<file path="src/rtl/text_screen_seq_pkg.sv">
// Shared screen/state codes for the maze game text sequencer.
// Also used by the text overlay and the debug LED logic.
package text_screen_seq_pkg;

  typedef enum logic [2:0] {
    S_TITLE = 3'd0,
    S_RULES = 3'd1,
    S_GEN   = 3'd2,
    S_PLAY  = 3'd3,
    S_WIN   = 3'd4
  } state_t;

  localparam int STATE_W = 3;

endpackage

</file>
<file path="src/rtl/text_screen_seq_frame_timer.sv">
// Saturating frame counter with clear and a terminal-count hit on tick.
// The hit pulse is qualified by tick so callers act on frame edges only.
module text_screen_seq_frame_timer #(
  parameter int CNT_W = 9
) (
  input  logic             clk,
  input  logic             reset,
  input  logic             clr,
  input  logic             tick,
  input  logic [CNT_W-1:0] term,
  output logic             hit
);

  logic [CNT_W-1:0] cnt;

  assign hit = tick & (cnt == term);

  always_ff @(posedge clk or negedge reset) begin
    if (!reset) begin
      cnt <= '0;
    end else if (clr) begin
      cnt <= '0;
    end else if (tick && (cnt != {CNT_W{1'b1}})) begin
      cnt <= cnt + 1'b1;
    end
  end

endmodule

</file>
<file path="src/rtl/text_screen_seq.sv">
// Game phase sequencer: title, rules, maze generation, play, win.
// Overlay enables load only on frame_tick so text never tears.
module text_screen_seq
  import text_screen_seq_pkg::*;
#(
  parameter int BLINK_FRAMES = 30,
  parameter int RULES_FRAMES = 180,
  parameter int WIN_FRAMES   = 300,
  parameter int CNT_W        = 9
) (
  input  logic               clk,
  input  logic               reset,
  input  logic               frame_tick,
  input  logic               start_btn,
  input  logic               maze_done,
  input  logic               at_exit,
  output logic               gen_start,
  output logic               play_en,
  output logic               title_on,
  output logic               press_start_on,
  output logic               rules_on,
  output logic               win_on,
  output logic [STATE_W-1:0] screen
);

  state_t           state;
  state_t           nxt;
  logic             start_q;
  logic             start_rise;
  logic             blink;
  logic [CNT_W-1:0] term;
  logic             hit;
  logic             cnt_clr;

  assign start_rise = start_btn & ~start_q;
  assign play_en    = (state == S_PLAY);
  assign screen     = state;

  always_comb begin
    term = '0;
    case (state)
      S_TITLE: term = CNT_W'(BLINK_FRAMES - 1);
      S_RULES: term = CNT_W'(RULES_FRAMES - 1);
      S_WIN:   term = CNT_W'(WIN_FRAMES - 1);
      default: term = '0;
    endcase
  end

  // One transition per cycle, decided from the current state only.
  always_comb begin
    nxt = state;
    case (state)
      S_TITLE: if (start_rise) nxt = S_RULES;
      S_RULES: if (start_rise || hit) nxt = S_GEN;
      S_GEN:   if (maze_done) nxt = S_PLAY;
      S_PLAY:  if (at_exit) nxt = S_WIN;
      S_WIN:   if (start_rise || hit) nxt = S_TITLE;
      default: nxt = S_TITLE;
    endcase
  end

  assign cnt_clr = (nxt != state) | ((state == S_TITLE) & hit);

  text_screen_seq_frame_timer #(
    .CNT_W(CNT_W)
  ) u_timer (
    .clk  (clk),
    .reset(reset),
    .clr  (cnt_clr),
    .tick (frame_tick),
    .term (term),
    .hit  (hit)
  );

  // start_q resets high so a button held through reset is not an edge.
  always_ff @(posedge clk or negedge reset) begin
    if (!reset) begin
      state          <= S_TITLE;
      start_q        <= 1'b1;
      blink          <= 1'b1;
      gen_start      <= 1'b0;
      title_on       <= 1'b0;
      press_start_on <= 1'b0;
      rules_on       <= 1'b0;
      win_on         <= 1'b0;
    end else begin
      start_q   <= start_btn;
      state     <= nxt;
      gen_start <= (state == S_RULES) && (nxt == S_GEN);
      if ((nxt == S_TITLE) && (state != S_TITLE)) begin
        blink <= 1'b1;
      end else if ((state == S_TITLE) && hit) begin
        blink <= ~blink;
      end
      if (frame_tick) begin
        title_on       <= (state == S_TITLE);
        press_start_on <= (state == S_TITLE) & blink;
        rules_on       <= (state == S_RULES);
        win_on         <= (state == S_WIN);
      end
    end
  end

endmodule

</file>
<file path="config.mk">
export PLATFORM = sky130hd
export DESIGN_NAME = text_screen_seq
export DESIGN_NICKNAME = d
export VERILOG_FILES = /design/src/rtl/text_screen_seq_pkg.sv /design/src/rtl/text_screen_seq_frame_timer.sv /design/src/rtl/text_screen_seq.sv
export SDC_FILE = /design/constraint.sdc
export NUM_CORES = 1
export LEC_CHECK = 0
export CAP_MARGIN = 20
export CELL_PAD_IN_SITES_DETAIL_PLACEMENT = 0
export CELL_PAD_IN_SITES_GLOBAL_PLACEMENT = 1
export CORE_ASPECT_RATIO = 2
export CORE_MARGIN = 5
export CORE_UTILIZATION = 37
export DETAILED_ROUTE_END_ITERATION = 10
export PLACE_DENSITY_LB_ADDON = 0.3
export SETUP_SLACK_MARGIN = 0.3
export SYNTH_ARGS = -nofsm -noshare
export SYNTH_HDL_FRONTEND = slang
export SYNTH_SLANG_ARGS = --single-unit
</file>
<file path="constraint.sdc">
create_clock -name clk -period 2.2 [get_ports clk]
set_clock_uncertainty 0.05 [all_clocks]
set_input_delay 0.44 -clock clk [delete_from_list [all_inputs] [get_ports clk]]
set_output_delay 0.44 -clock clk [all_outputs]
set_load 0.05 [all_outputs]
</file>
* Word-level counts from Yosys, hierarchy flattened
Index checks and enable logic that the tools add are counted.
** Word-level totals
- Bits in registers :: 19
- Bits of input ports :: 6
** Cells by class
- Reductions and logical operators :: 10
- Add/sub/neg operators :: 1
- Equal/unequal tests :: 8
- Bitwise logic cells :: 7
- Multiplexer cells :: 11
** Operators by type and width (count)
- 9-bit case mux with 3 select lines :: 1
- 9-bit 2-to-1 mux :: 2
- 3-bit 2-to-1 mux :: 5
- 3-bit case mux with 5 select lines :: 1
- 9-bit by 1-bit adder with 9-bit output (second input constant) :: 1
- 3-bit by 2-bit equality test with 1-bit output (second input constant) :: 3
- 9-bit equality test :: 1
- 9-bit inequality test (second input constant) :: 1
- 3-bit zero test :: 2
- 1-bit AND :: 4
- 1-bit logical AND :: 4
- 2-bit nonzero test :: 2
- 3-bit by 1-bit equality test with 1-bit output (second input constant) :: 1
- 3-bit equality test (second input constant) :: 1
- 3-bit inequality test :: 1
- 3-bit nonzero test :: 1
- 1-bit 2-to-1 mux :: 2
- 1-bit inverter :: 2
- 1-bit logical OR :: 1
- 1-bit bitwise OR :: 1

* Logic depth before layout (Yosys ltp)
Gate-level depths: netlist of run 1.
- Depth after elaboration :: 10
- Depth in mapped cells :: 10

* Cells and area by module
A second synthesis of run 1 with hierarchy kept.
** Second synthesis, totals
- Cell total of the unflattened synthesis :: 122
- Area total of the unflattened synthesis :: 1143.6 µm²
** By module, submodules not included
- text_screen_seq :: times used 1, area an instance 585.6 µm², cells each 61
- text_screen_seq_frame_timer :: times used 1, area an instance 558.0 µm², cells each 61

* Worst setup path after synthesis of run 1
Ideal clock, no wire load.
- Path type :: register to output
- Start point :: register state[1], in the netlist screen[1]
- End point :: output play_en
- Cell stages (with the launch flop) :: 4
- Slack :: -0.049 ns
- Data required time :: 1.710 ns
- Arrival :: 1.759 ns
- Path buffers :: 2
- Cells stage by stage :: dfrtp_1 -> buf_2 -> buf_1 -> and3_1
** On the way
- Word-level cells in the longest chain between the ends :: 1
** Ends and longest elaborated chain
- start, declared :: line text_screen_seq.sv:26 : state_t state;
- start signal, assigned :: line text_screen_seq.sv:88 : state <= nxt;
- 3-bit by 2-bit equality test with 1-bit output :: line text_screen_seq.sv:36 : assign play_en = (state == S_PLAY);
- end, declared :: line text_screen_seq.sv:18 : output logic play_en,
No other way between the ends.

* Worst setup path after layout of run 1
- Start point :: register u_timer.cnt[0]
- End point :: register u_timer.cnt[7]
** On the way
- Word-level cells in the longest chain between the ends :: 8
** Ends and longest elaborated chain
- start, declared :: line text_screen_seq_frame_timer.sv:14 : logic [CNT_W-1:0] cnt;
- start signal, assigned :: line text_screen_seq_frame_timer.sv:24 : cnt <= cnt + 1'b1;
- 9-bit equality test :: line text_screen_seq_frame_timer.sv:16 : assign hit = tick & (cnt == term);
- 1-bit AND :: line text_screen_seq_frame_timer.sv:16
- 1-bit logical OR :: line text_screen_seq.sv:54, text_screen_seq.sv:57
- 3-bit 2-to-1 mux (on tied branches) :: line text_screen_seq.sv:57, text_screen_seq.sv:54
- 3-bit case mux with 5 select lines :: line text_screen_seq.sv:52 : case (state)
- 3-bit inequality test :: line text_screen_seq.sv:62 : assign cnt_clr = (nxt != state) | ((state == S_TITLE) & hit);
- 1-bit bitwise OR :: line text_screen_seq.sv:62
- 9-bit 2-to-1 mux or 2-bit nonzero test (tied branches)
Several ways; a longest one is shown, not always the timed one. The select of a mux whose other input is x is not followed.
A chain may end at the register's enable or synchronous reset.

==> results by group, run 1 <==
Detailed routing
  – Residual DRC: 0
  – Routed length on met1: 1280 µm
  – WL/cell: 18.4 µm
  – Met2 routed WL: between 2000 and 2500 µm
  – Vias: 1,199
  – Highest Signal Layer: met4
  – Final wirelength: 3710 µm
  – Initial DRC Count: 27
  – Antenna-violating nets left: 0
  – Routed wl met3: just over 90 µm
  – Drt first pass iters: 4
  – Detailed-route vias per instance: 5.94

CTS
  – Worst-path clk slew: 0.08 ns
  – Total CTS buffers: 3
  – TritonCTS clock tree: built
  – CTS Root Cell: clkbuf_8
  – H-Tree Depth: 1
  – Clock Sink Count: 19
  – Max clock buf depth: 2
  – Cts hold-fix bufs: 0
  – Clock Latency Late Sink: roughly 0.27 ns

Synth
  – Mapped Nets: 152
  – Ys Warns: 0
  – Asr flop ratio synth: 1.00
  – Dominant cell type by area after synthesis: dfrtp_1
  – Number of flops mapped to enable cells by yosys: 0
  – Synth Instances: 144
  – Top_reg_cell synth: dfrtp_1
  – Post-Syn Area: 0.00126 mm²
  – Ranking of synthesized cells by area: dfrtp_1, xnor2_1, a21oi_1
  – Yosys reg bits: 19
  – Avg Inst Size Synth: 8.75 µm²
  – Area share of the largest cell type after synthesis: 0.338
  – Synth unique cells: 46
  – Sequential cell area fraction in the yosys report: 0.379

Worst setup path
  – Worst R2R End: u_timer.cnt[7]$_DFFE_PN0P_
  – CP Launch Type: flop
  – Crit path DAT: approximately 2.2 ns
  – Reg2reg path depth: 9
  – Crit path buf inv count: 0
  – Crit Path Class: reg -> reg
  – Slowest CP cell: dfrtp_1
  – Critical Path RT: 2.33 ns
  – R2R Setup Slk: 0.18 ns
  – Crit end category: flop
  – Worst path max stage delay: around 0.42 ns
  – Max Fanout on Critical Path: 3
  – Worst path top cell family by delay: simple AND/OR/NAND/NOR gates
  – Reg2reg start: u_timer.cnt[0]$_DFFE_PN0P_
  – Worst-path cell chain: ha_4 > and3_1 > and3_1 > ha_2 > and4b_2 > nand4_1 > xnor2_1 > nand2_1 > a21oi_2
  – CP most frequent cell: and3_1

Place
  – GPL Wtd Cong: 0.864
  – Post-DP HPWL: 2830 µm
  – Place WS: 0.0323 ns
  – Port Buffers: 14

STA
  – Hold Violations, Final: 0
  – Slew margin rel.: 0.640
  – Max Fclk: approximately 490 MHz
  – Setup violators final: 0
  – Sum Neg Setup Slack: 0 ns
  – Fin. max-slew vios: 0
  – Unrepaired setup endpoints after global routing: yes
  – Post-route clock period utilization: 0.920
  – Min Tclk post-route: 2.02 ns
  – Setup WS post-layout: 0.175 ns
  – Actual slew at the worst max-slew pin: 0.535 ns

Floorplanning
  – Core area: 0.00334 mm²
  – Initial core utilization: 0.377
  – Die height: roughly 90 µm
  – DIE AREA: approximately 0.0047 mm²
  – Num rows: 30
  – Die span in x: 51.3 µm
  – IO Count: 15

Flow run
  – Max Cap Violations: 0

Global routing
  – First-pass GRT wire length: ~6000 µm
  – Vias in the first global route: 1,221
  – Largest net degree at the start of global routing: 20
  – Antenna violations before repair: 0
  – Aggregate global routing overflow: 0
  – All-Layer GR Usage: 0.171

Power and ir drop
  – VDD IR-drop max: 0.674 mV
  – PwrDens: 1220 mW/mm²
  – Leakage: 0.000712 µW

Final layout
  – Most frequent cells in the layout: buf_4, nand2_1, a21oi_1, dfrtp_1, o21ai_0
  – Nets@finish: about 180
  – Most common cell after layout, fill and taps aside: buf_4
  – Post-layout util: 0.504
  – Layout cells sized above 1: 0.329
  – N_diodes: 0
  – Area grow syn2layout: 33.8%

Worst hold path
  – Hold Path Class: in -> async

Outcome
  – Run status: finished, final reports clean
-- layer usage --
metal | global-route usage | up-vias
li1 | - | 583
met1 | 0.160 | 590
met2 | 0.341 | 18
met3 | 0.0242 | 8
met4 | 0.0788 | 0
met5 | 0 | -
-- Yosys cell counts, types with 5 or more instances --
master	count
o21ai_0	8
xnor2_1	7
buf_2	5
dfrtp_1	17
nand4_1	5
nand2b_1	5
a21oi_1	12
inv_1	6
nand2_1	15
-- per-stage QoR --
stage,power (µW),area (µm²),hold WS [ns],instances
after floorplan,1360,1310,0.0944,144
final,2060,1690,0.455,202
after global routing,2190,1690,0.481,202
after detailed placement,1700,1510,0.450,190
after global placement,1670,1510,0.440,190
after CTS,2070,1670,0.464,202
-- worst max-delay path by stage --
stage | slack (ns) | startpoint | to | cells past startpoint
after detailed placement | 0.03 | start_btn | u_timer.cnt[8]$_DFFE_PN0P_ | 6
after global placement | 0.02 | start_btn | u_timer.cnt[8]$_DFFE_PN0P_ | 6
final | 0.18 | u_timer.cnt[0]$_DFFE_PN0P_ | u_timer.cnt[7]$_DFFE_PN0P_ | 9
after floorplan | 0.30 | screen[1]$_DFF_PN0_ | play_en | 3
after global routing | 0.1 | u_timer.cnt[1]$_DFFE_PN0P_ | u_timer.cnt[7]$_DFFE_PN0P_ | 9
after CTS | 0.17 | u_timer.cnt[0]$_DFFE_PN0P_ | u_timer.cnt[7]$_DFFE_PN0P_ | 9
-- logic make-up after synthesis --
logic type | count (synthesis) | share of synthesized area
simple gates | 51 | 0.220
buf+inv | 16 | 0.0556
fa+ha+maj | 2 | 0.0199
flops | 19 | 0.379
compound gates | 45 | 0.242
xor+xnor | 8 | 0.0556
mux | 3 | 0.0268
-- flip-flops by register name, indices dropped and copies added (netlist names) --
register,cells
blink,1
gen_start,1
press_start_on,1
rules_on,1
screen,3
start_q,1
title_on,1
u_timer.cnt,9
win_on,1
-- where the power goes --
part	total (µW)	switching, µW	internal [µW]
sequential	552	113	439
combinational	1260	782	480
clock	249	123	126
total	2060	1020	1050
-- layout make-up --
type                            count  area, µm²
Fill cell                         317       1660
Multi-Input combinational cell    110        816
Sequential cell                    19        485
Timing Repair Buffer               31        275
Clock buffer                        3       41.3
Tap cell                           32       40.0
Inverter                            6       22.5
Clock inverter                      1       5.00
-- timing repair --
item / 4_1_cts / 5_1_grt
endpoints found under the hold margin: 0 / 0
setup endpoints to repair: 16 / 15
cloned: 1 / 0
resized for setup: 16 / 6
pin swaps: 10 / 3
setup buffers: 7 / 0
Power figures use the tool's default switching activity.
==> inputs of run 2 (changes only) <==
Settings changed: RECOVER_POWER set to 50.
==> results by group, run 2 (synthesis results as in run 1) <==
STA
  – Actual slew at the worst max-slew pin: 1.07 ns (+0.539 ns)
  – Fin. max-slew vios: 0 (unchanged)
  – Hold Violations, Final: 0 (unchanged)
  – Max Fclk: 494 MHz (about the same)
  – Setup WS post-layout: 0.176 ns (+0.00139 ns)
  – Slew margin rel.: 0.284 (-0.356)
  – Sum Neg Setup Slack: 0 ns (unchanged)
  – Hold Slack: 0.455 ns (+0.000157 ns)
  – Setup violators final: 0 (unchanged)
  – Unrepaired setup endpoints after global routing: yes
  – Post-route clock period utilization: 0.920 (about the same)
  – Min Tclk post-route: 2.02 ns (-0.00139 ns)

Detailed routing
  – Final wirelength: 3730 µm (+0.32%)
  – Antenna-violating nets left: 0 (unchanged)
  – Residual DRC: 0 (unchanged)
  – Detailed-route vias per instance: 5.97 (+0.50%)
  – Vias: 1,205 (+0.50%)
  – WL/cell: 18.4 µm (+0.32%)
  – Initial DRC Count: 22 (-19%)
  – Drt first pass iters: 4 (unchanged)

Final layout
  – FF+latch area: 485 µm² (unchanged)
  – Nets@finish: 179 (unchanged)
  – Layout cells sized above 1: 0.312 (-0.0176)
  – Area grow syn2layout: 32.8%
  – N_diodes: 0 (unchanged)
  – # fillers: 322 (+1.6%)
  – Most common cell after layout, fill and taps aside: buf_4
  – Most frequent cells in the layout: buf_4, nand2_1, a21oi_1, dfrtp_1, o21ai_0
  – Largest register FFs: 9 (unchanged)
  – Final instance area: 0.00167 mm² (-0.74%)
  – Reg with most FFs: u_timer.cnt
  – Final Instance Count excl. Fillers: 202 (unchanged)
  – Area occupied by multi-input gates: 811 µm² (-0.61%)

CTS
  – Clock Sink Count: 19 (unchanged)
  – CTS Root Cell: clkbuf_8
  – H-Tree Depth: 1 (unchanged)
  – Max clock buf depth: 2 (unchanged)
  – Worst-path clk slew: 0.08 ns (about the same)
  – Clock Latency Late Sink: 0.27 ns (about the same)
  – TritonCTS clock tree: built
  – Total CTS buffers: 3 (unchanged)
  – Cts hold-fix bufs: 0 (unchanged)

Place
  – Post-Place Cells: 190 (unchanged)
  – Port Buffers: 14 (unchanged)
  – GPL Wtd Cong: 0.864 (unchanged)
  – Placed cell areas: 0.00151 mm² (unchanged)
  – Post-DP HPWL: 2830 µm (unchanged)
  – Place WS: 0.0323 ns (unchanged)

Floorplanning
  – Die height: 92.5 µm (unchanged)
  – Initial core utilization: 0.377 (unchanged)
  – IO Count: 15 (unchanged)
  – DIE AREA: 0.00474 mm² (unchanged)
  – Die span in x: 51.3 µm (unchanged)
  – Core area: 0.00334 mm² (unchanged)
  – Num rows: 30 (unchanged)

Global routing
  – All-Layer GR Usage: 0.171 (unchanged)
  – First-pass GRT wire length: 6020 µm (unchanged)
  – Aggregate global routing overflow: 0 (unchanged)
  – Antenna violations before repair: 0 (unchanged)
  – Largest net degree at the start of global routing: 20 (unchanged)
  – Vias in the first global route: 1,221 (unchanged)

Worst setup path
  – Critical Path RT: 2.34 ns (about the same)
  – R2R Setup Slk: 0.18 ns (about the same)
  – Crit end category: flop
  – Crit Path Class: reg -> reg
  – CP Launch Type: flop
  – Reg2reg path depth: 9 (unchanged)
  – Max Fanout on Critical Path: 3 (unchanged)
  – Crit path DAT: 2.16 ns (about the same)

Outcome
  – Run status: finished, final reports clean

Power and ir drop
  – VDD IR-drop max: 0.674 mV (about the same)
  – Leakage: 0.000705 µW (-1.1%)
  – PwrDens: 1230 mW/mm² (+0.30%)

Flow run
  – Max Cap Violations: 0 (unchanged)

Worst hold path
  – Hold depth: 1
  – Hold Path Class: reg -> reg
run 2: layer usage:
metal	track usage	vias up	share of wire
met2	0.341	18	0.59
li1	-	584	-
met1	0.160	595	0.35
met5	0	-	0
met4	0.0788	0	0.032
met3	0.0242	8	0.025
run 2: worst paths after layout:
check / startpoint / endpoint
max reg2reg: u_timer.cnt[0]$_DFFE_PN0P_ / u_timer.cnt[7]$_DFFE_PN0P_
max in group asynchronous: reset / u_timer.cnt[2]$_DFFE_PN0P_
min in group asynchronous: reset / u_timer.cnt[4]$_DFFE_PN0P_
max: u_timer.cnt[0]$_DFFE_PN0P_ / u_timer.cnt[7]$_DFFE_PN0P_
min: title_on$_DFFE_PN0P_ / title_on$_DFFE_PN0P_
min reg2reg: title_on$_DFFE_PN0P_ / title_on$_DFFE_PN0P_
run 2: area by class of cell:
class / count / share of cell area
Sequential cell: 19 / 0.290
Clock inverter: 1 / 0.00299
Inverter: 6 / 0.0135
Multi-Input combinational cell: 110 / 0.485
Timing Repair Buffer: 31 / 0.160
Clock buffer: 3 / 0.0247
Tap cell: 32 / 0.0239
run 2: repair_timing:
item,CTS,global route
buffers inserted,7,0
pin swaps,10,3
endpoints found under the setup margin,16,15
gates cloned,1,0
resized for setup,16,6
run 2: power by group:
group	internal (µW)	switching, µW	leakage (µW)
Clock	126	123	0.0000255
Combinational	473	782	0.000441
Sequential	439	109	0.000238
Total	1040	1010	0.000705
run 2: worst max-delay path: stages, from the launching register on:
cell and delay (ns):
dfrtp_1 0.42, ha_4 0.18, and3_1 0.13, and3_1 0.16
ha_2 0.17, and4b_2 0.32, nand4_1 0.12, xnor2_1 0.18
nand2_1 0.09, a21oi_2 0.12
run 2: per-stage QoR:
stage                     power, µW   util
after detailed placement       1700  0.451
after global routing           2180  0.501
after floorplan                1360      -
after CTS                      2070  0.500
final                          2050  0.501
after global placement         1670  0.451
